File: src/rtl/game_sequencer.sv
// Round controller for the game subsystem: enables one game at a time, counts its rounds,
// shows a win banner between games and a done banner after the last one.
module game_sequencer #(
  parameter int NUM_GAMES   = 3,
  parameter int HOLD_CYCLES = 50_000_000
) (
  input  logic                    clk,
  input  logic                    reset,
  input  logic                    start,
  input  logic                    abort,
  input  logic                    score_pulse,
  input  logic [NUM_GAMES-1:0]    victory_in,
  input  logic [20*NUM_GAMES-1:0] game_bits_in,
  output logic [NUM_GAMES-1:0]    game_enable,
  output logic [2:0]              game_counter,
  output logic [2:0]              game_index,
  output logic [19:0]             bits,
  output logic                    all_done
);

  localparam int TW = (HOLD_CYCLES > 1) ? $clog2(HOLD_CYCLES) : 1;
  localparam logic [TW-1:0] TIMER_LAST = TW'(HOLD_CYCLES - 1);
  localparam logic [2:0]    LAST_IDX   = 3'(NUM_GAMES - 1);
  localparam logic [19:0]   IDLE_PAT   = 20'b11111_10000_10000_11111;
  localparam logic [19:0]   WIN_PAT    = 20'b10000_10000_10000_10000;
  localparam logic [19:0]   DONE_PAT   = 20'b11111_11111_11111_11111;

  typedef enum logic [1:0] {IDLE, PLAY, WIN_HOLD, DONE} state_t;

  state_t                 state_q, state_d;
  logic [2:0]             index_q, index_d;
  logic [2:0]             counter_q, counter_d;
  logic [TW-1:0]          timer_q, timer_d;
  logic [NUM_GAMES-1:0]   enable_q, enable_d;
  logic [19:0]            bits_q, bits_d;
  logic                   done_q, done_d;
  logic                   victory_sel;
  logic [19:0]            game_sel;

  // Only the active game's victory flag is ever looked at.
  always_comb begin
    victory_sel = 1'b0;
    for (int i = 0; i < NUM_GAMES; i++) begin
      if (index_q == 3'(i)) victory_sel = victory_in[i];
    end
  end

  always_comb begin
    state_d   = state_q;
    index_d   = index_q;
    counter_d = counter_q;
    timer_d   = '0;
    case (state_q)
      IDLE, DONE: begin
        if (start) begin
          state_d   = PLAY;
          index_d   = 3'd0;
          counter_d = 3'd0;
        end
      end
      PLAY: begin
        if (victory_sel) begin
          state_d   = WIN_HOLD;
          counter_d = 3'd0;
        end else if (score_pulse && counter_q != 3'd7) begin
          counter_d = counter_q + 3'd1;
        end
      end
      WIN_HOLD: begin
        if (timer_q == TIMER_LAST) begin
          if (index_q == LAST_IDX) begin
            state_d = DONE;
          end else begin
            state_d = PLAY;
            index_d = index_q + 3'd1;
          end
        end else begin
          timer_d = timer_q + TW'(1);
        end
      end
      default: state_d = IDLE;
    endcase
    if (abort) begin
      state_d   = IDLE;
      index_d   = 3'd0;
      counter_d = 3'd0;
      timer_d   = '0;
    end
  end

  // Outputs are derived from the next state so they register alongside it.
  always_comb begin
    game_sel = '0;
    enable_d = '0;
    for (int i = 0; i < NUM_GAMES; i++) begin
      if (index_d == 3'(i)) begin
        game_sel = game_bits_in[20*i +: 20];
        if (state_d == PLAY) enable_d[i] = 1'b1;
      end
    end
    done_d = (state_d == DONE);
    case (state_d)
      PLAY:     bits_d = game_sel;
      WIN_HOLD: bits_d = WIN_PAT;
      DONE:     bits_d = DONE_PAT;
      default:  bits_d = IDLE_PAT;
    endcase
  end

  always_ff @(posedge clk) begin
    if (reset) begin
      state_q   <= IDLE;
      index_q   <= 3'd0;
      counter_q <= 3'd0;
      timer_q   <= '0;
      enable_q  <= '0;
      bits_q    <= IDLE_PAT;
      done_q    <= 1'b0;
    end else begin
      state_q   <= state_d;
      index_q   <= index_d;
      counter_q <= counter_d;
      timer_q   <= timer_d;
      enable_q  <= enable_d;
      bits_q    <= bits_d;
      done_q    <= done_d;
    end
  end

  assign game_enable  = enable_q;
  assign game_counter = counter_q;
  assign game_index   = index_q;
  assign bits         = bits_q;
  assign all_done     = done_q;

endmodule
File: config.mk
export PLATFORM = sky130hd
export DESIGN_NAME = game_sequencer
export DESIGN_NICKNAME = d
export VERILOG_FILES = /design/src/rtl/game_sequencer.sv
export SDC_FILE = /design/constraint.sdc
export NUM_CORES = 1
export LEC_CHECK = 0
export BUFFER_PORTS_ARGS = -buffer_cell sky130_fd_sc_hd__buf_2
export CORE_ASPECT_RATIO = 1.4
export CORE_MARGIN = 2
export CORE_UTILIZATION = 50
export CTS_BUF_LIST = sky130_fd_sc_hd__clkbuf_16
export DETAILED_ROUTE_END_ITERATION = 12
export HOLD_SLACK_MARGIN = 0.02
export MAX_ROUTING_LAYER = met4
export PLACE_DENSITY = 0.84
export SKIP_LAST_GASP = 1
export SYNTH_ARGS = -nofsm -noshare
export SYNTH_HDL_FRONTEND = slang
export SYNTH_SLANG_ARGS = --single-unit
File: constraint.sdc
create_clock -name clk -period 5.3 [get_ports clk]
set_clock_uncertainty 0.2 [all_clocks]
set_input_delay 1.06 -clock clk [delete_from_list [all_inputs] [get_ports clk]]
set_output_delay 1.06 -clock clk [all_outputs]
set_load 0.01 [all_outputs]
# After elaboration in Yosys (flattened, before gate mapping)
# Cells that the tools add are included.
totals:
  register_bits: 58
  input_bits: 68
  output_inout_bits: 30
  elab_cells: 65
classes:
  addsub: 3
  n_eq_ne: 14
  mux: 23
  n_bitwise: 4
  reduce_logical: 12
ops:
  columns: ["op", "count"]
  rows:
  - ["20-bit two-way mux", 3]
  - ["20-bit case mux with 3 select lines", 1]
  - ["26-bit by 1-bit adder with 26-bit output (second input constant)", 1]
  - ["26-bit equality test (second input constant)", 1]
  - ["3-bit two-way mux", 7]
  - ["3-bit case mux with 2 select lines", 2]
  - ["2-bit two-way mux", 5]
  - ["2-bit OR reduction", 5]
  - ["2-bit equality test (second input constant)", 4]
  - ["3-bit by 1-bit adder with 3-bit output (second input constant)", 2]
  - ["3-bit by 1-bit equality test with 1-bit output (second input constant)", 2]
  - ["3-bit by 2-bit equality test with 1-bit output (second input constant)", 2]
  - ["3-bit logical NOT", 2]
  - ["3-bit != test (second input constant)", 2]
  - ["2-bit case mux with 3 select lines", 1]
  - ["2-bit by 1-bit equality test with 1-bit output (second input constant)", 2]
  - ["1-bit two-way mux", 4]
  - ["1-bit inverter", 4]
  - ["4-bit OR reduction", 1]
  - ["3-bit AND reduction", 1]
  - ["2-bit logical NOT", 1]
  - ["2-bit != test (second input constant)", 1]
  - ["2-bit nonzero test", 1]
  - ["1-bit logical AND", 1]

# Longest topological paths before layout
logic_depth:
  word_depth: 10
  depth_mapped: 10
  depth_no_buf: 9

# Worst setup path after synthesis
# No wires, ideal clock.
synth_path:
  path_type: "input-to-reg"
  from: "input port victory_in[1]"
  to: "register bits_q[12] (netlist: bits[12])"
  setup_time_ns: 0.081
  arrival_time_ns: 2.611
  t_required_ns: 5.019
  path_slack_ns: 2.408
  stages: 8
  n_path_buf: 1
  cell_sequence: "a21oi_1 a221oi_1 o21a_1 o21ai_0 and2_1 or2_2 clkbuf_1 a41oi_1"
synth_between:
  elab_chain_cells: 7
  word_cells_on_any_way: 9
  classes_between: "eq/ne: 3; mux: 6"
synth_rtl:
  columns: ["element", "line_no", "text"]
  rows:
  - ["from (decl)", "12", "input logic [NUM_GAMES-1:0] victory_in,"]
  - ["1-bit two-way mux (*) (2 in series)", "44", "if (index_q == 3'(i)) victory_sel = victory_in[i];"]
  - ["2-bit two-way mux (*)", "62", "if (victory_sel) begin"]
  - ["2-bit case mux with 3 select lines (*)", "53", "case (state_q)"]
  - ["2-bit two-way mux (*)", "83", "if (abort) begin"]
  - ["2-bit equality test or 2-bit by 1-bit equality test with 1-bit output (tied branches)", "102", "case (state_d)"]
  - ["20-bit case mux with 3 select lines (*)", "102", null]
  - ["to (signal assigned)", "125", "bits_q <= bits_d;"]
  - ["to (decl)", "35", "logic [19:0] bits_q, bits_d;"]
# Every way passes the cells marked *; elsewhere a longest branch is shown, timed or not.
# A chain may end at the register's enable or synchronous reset.

# Final worst setup path
layout_path:
  from: "register index_q[0] (netlist: game_index[0])"
  to: "register bits_q[10] (netlist: bits[10])"
layout_between:
  elab_chain_cells: 10
  word_cells_on_any_way: 27
  classes_between: "add/sub: 1; eq/ne: 7; mux: 17; reduce/logical: 2"
layout_rtl:
  columns: ["element", "line_no", "text"]
  rows:
  - ["from (decl)", "31", "logic [2:0] index_q, index_d;"]
  - ["from (signal assigned)", "121", "index_q <= index_d;"]
  - ["3-bit by 1-bit adder with 3-bit output or 3-bit by 2-bit equality test with 1-bit output (tied branches)", "75, 44, 71", null]
  - ["3-bit two-way mux", "71", "if (index_q == LAST_IDX) begin"]
  - ["3-bit two-way mux", "70", "if (timer_q == TIMER_LAST) begin"]
  - ["3-bit case mux with 2 select lines", "53", null]
  - ["3-bit two-way mux", "83", null]
  - ["3-bit logical NOT", "96", "if (index_d == 3'(i)) begin"]
  - ["20-bit two-way mux (3 in series)", "96", null]
  - ["20-bit case mux with 3 select lines (*)", "102", null]
# Marks and branches as above.

==> results.sh <==
export IMPL_startpoint_type="register"
export IMPL_root_buffer="clkbuf_16"
export IMPL_via_per_inst=5.74
export IMPL_io_buffers=97
export IMPL_dr_total_vias=2881
export IMPL_leakage_nw=1.50
export IMPL_hold_viol=0
export IMPL_end_kind="register"
export IMPL_fp_dieArea_um2=6380
export IMPL_synth_edf_count=0
export IMPL_ant_nets=0
export IMPL_postPlaceCellArea_um2=3400
export IMPL_clk_insertion_delay_late_ps=330
export IMPL_crit_type="register to register"
export IMPL_rrSetupSlack_ps=1920
export IMPL_netlist_instances=331
export IMPL_fin_crit_sh=0.638
export IMPL_drv_cap=0
export IMPL_tns_ps=0
export IMPL_worstHoldStart="timer_q[0]$_SDFF_PP0_"
export IMPL_antenna_found_initial=0
export IMPL_holdCritPathClass="register to register"
export IMPL_synth_area_um2=2880
export IMPL_final_cell_area_um2=3690
export IMPL_avgSynthCellArea_um2=8.69
export IMPL_clock_path_buffers=2
export IMPL_finalWeightedCongestion=0.925
export IMPL_h_tree_depth=3
export IMPL_core_area_um2=5530
export IMPL_cellPowerDensity_nw_per_um2=304
export IMPL_clkSinkCount=58
export IMPL_cts_tree="yes"
export IMPL_cts_setup_buffers=0
export IMPL_max_slew_margin_rel=0.281
export IMPL_hpwl_um=5580
export IMPL_whs_path_depth=1
export IMPL_finalNetCount=506
export IMPL_vdd_ir_drop_worst_mv=0.254
export IMPL_cts_buffers=9
export IMPL_path_clk_slew_ps=50
export IMPL_max_freq_ghz=0.296
export IMPL_initial_utilization=0.520
export IMPL_wl_per_cell_um=14.9
export IMPL_grt_usage=0.258
export IMPL_drv_slew=0
export IMPL_syn_nets=408
export IMPL_synth_cell_types=53
export IMPL_drcViolationCount=0
export IMPL_status="completed"
export IMPL_placed_cells_incl_taps=486
export IMPL_synthFlopType="dfxtp_1"
export IMPL_cts_resized=0
export IMPL_drive_gt1_frac=0.290
export IMPL_cp_data_arrival_time_ps=3430
export IMPL_antenna_cells=0
export IMPL_cp_max_fo=12
export IMPL_crit_reg2reg_launch="game_index[0]$_SDFF_PP0_"
export IMPL_min_to="timer_q[0]$_SDFF_PP0_"
export IMPL_grt_pass1_vias=2864
export IMPL_rr_worst_depth=8
export IMPL_first_iter_violations=166
export IMPL_routed_wl_um=7470
export IMPL_gr_total_overflow=0
export IMPL_fin_crit_ps=3380
export IMPL_synth_seq_area_share=0.404
export IMPL_reg2reg_to="bits[10]$_SDFF_PP0_"
export IMPL_pin_count=98
export IMPL_drtPass1Iterations=5
export IMPL_fp_row_count=32
export IMPL_final_core_util=0.668
export IMPL_holdBufCountCts=0
export IMPL_setup_viol=0
export IMPL_grt_max_degree=27
export IMPL_grt_pass1_wl_um=12100
export IMPL_synth_seq_cells=58
export IMPL_crit_required_ps=5350
export IMPL_area_growth_pct=28.4
export IMPL_instances_no_fill=502
export IMPL_die_w_um=68.1
export IMPL_rsz0062_at_grt="false"
export IMPL_ys_warn_count=0
export IMPL_synthArstFlopShare=0
export IMPL_die_h_um=93.7
export IMPL_max_slew_worst_pin_slew_ps=1080
-- synth_stat cells (3+ instances only) --
master	n	area [um2]
dfxtp_1	58	1160
nor2_1	56	210
nand2_1	26	97.6
a21oi_1	22	110
nand3_1	20	100
xor2_1	15	131
inv_1	11	41.3
a222oi_1	9	90.1
ha_1	9	113
o21ai_0	8	40.0
o41ai_1	8	70.1
xnor2_1	7	61.3
and2_1	6	37.5
nand4_1	6	37.5
nor3_1	6	30.0
and4_1	4	35.0
buf_2	4	20.0
clkbuf_1	4	15.0
nand2b_1	4	25.0
or3_1	4	25.0
a41oi_1	3	26.3
o31ai_1	3	22.5
-- state kept, by name (all words and copies together), names as in the netlist --
name,cells
game_enable,3
game_counter,3
all_done,1
timer_q,26
game_index,3
bits,20
state_q,2
-- worst max-delay path, stage by stage (launching register included) --
cell and delay (ps):
dfxtp_1 520, inv_1 110, ha_1 260, nor2b_1 190, nor3_1 250, nand3_1 290
a2111oi_2 1050, a222oi_1 200, a21oi_1 210
-- layout make-up --
type / instances / area [um2]
inverter: 11 / 41.3
clock inverter: 7 / 70.1
multi-input combinational: 252 / 1620
tap: 68 / 85.1
sequential: 58 / 1160
clock buffer: 9 / 225
timing repair buffer: 97 / 485
fill: 447 / 1830
-- layout by cell type, fill, tap and decap left out, types with 2 or more instances in the layout --
cell type | netlist | routed
and4b_1 | 2 | 2
nand2_1 | 26 | 26
o31ai_1 | 3 | 3
and2_1 | 6 | 6
dfxtp_1 | 58 | 58
a31oi_1 | 2 | 2
o21ai_0 | 8 | 8
a41oi_1 | 3 | 3
a221oi_1 | 2 | 2
a222oi_1 | 9 | 9
nor2_1 | 56 | 56
o311ai_0 | 2 | 2
nor2b_1 | 2 | 2
inv_1 | 11 | 11
clkinvlp_4 | 0 | 3
or2_2 | 2 | 2
nor3_1 | 6 | 6
or3_1 | 4 | 4
ha_1 | 9 | 9
buf_2 | 4 | 97
and4_1 | 4 | 4
xnor2_1 | 7 | 7
nand4_1 | 6 | 6
nand3_1 | 20 | 20
xor2_1 | 15 | 15
and4_4 | 2 | 2
nand2b_1 | 4 | 4
a21oi_1 | 22 | 22
o41ai_1 | 8 | 8
clkbuf_16 | 0 | 9
-- layer usage --
layer / vias up / track usage / part of all wire
met3: 20 / 0.0719 / 0.070
met5: - / - / 0
met1: 1338 / 0.237 / 0.36
li1: 1405 / - / -
met2: 118 / 0.456 / 0.55
met4: 0 / 0.153 / 0.024
-- worst max-delay path by stage --
stage,cells after the start,endpoint,from
floorplan,8,bits[12]$_SDFF_PP0_,victory_in[1]
global placement,8,bits[6]$_SDFF_PP0_,start
detailed placement,8,bits[10]$_SDFF_PP0_,start
CTS,8,bits[10]$_SDFF_PP0_,timer_q[0]$_SDFF_PP0_
global route,8,bits[11]$_SDFF_PP0_,game_index[0]$_SDFF_PP0_
finish,8,bits[10]$_SDFF_PP0_,game_index[0]$_SDFF_PP0_
-- through the flow --
step / setup slack (ps) / hold WS, ps / power, mW
final: 1920 / 270 / 1.12
after global routing: 1570 / 280 / 1.16
after CTS: 1930 / 267 / 1.13
after detailed placement: 1840 / 255 / 0.567
after global placement: 1900 / 247 / 0.564
after floorplan: 2410 / 230 / 0.518
-- power by group --
part,switching (mW),internal [mW]
clock network,0.203,0.361
logic,0.0584,0.0471
registers,0.00414,0.450
total,0.265,0.858
-- cell families (layout without fill, tap and decap cells) --
kind of cell / after synthesis / count (layout) / synth area share
buf+inv: 21 / 124 / 0.0318
flops: 58 / 58 / 0.404
xor+xnor: 22 / 22 / 0.0670
mux: 1 / 1 / 0.00348
compound gates: 70 / 70 / 0.182
simple gates: 150 / 150 / 0.272
fa+ha+maj: 9 / 9 / 0.0392
No activity file was read; power rests on OpenSTA's default activity.
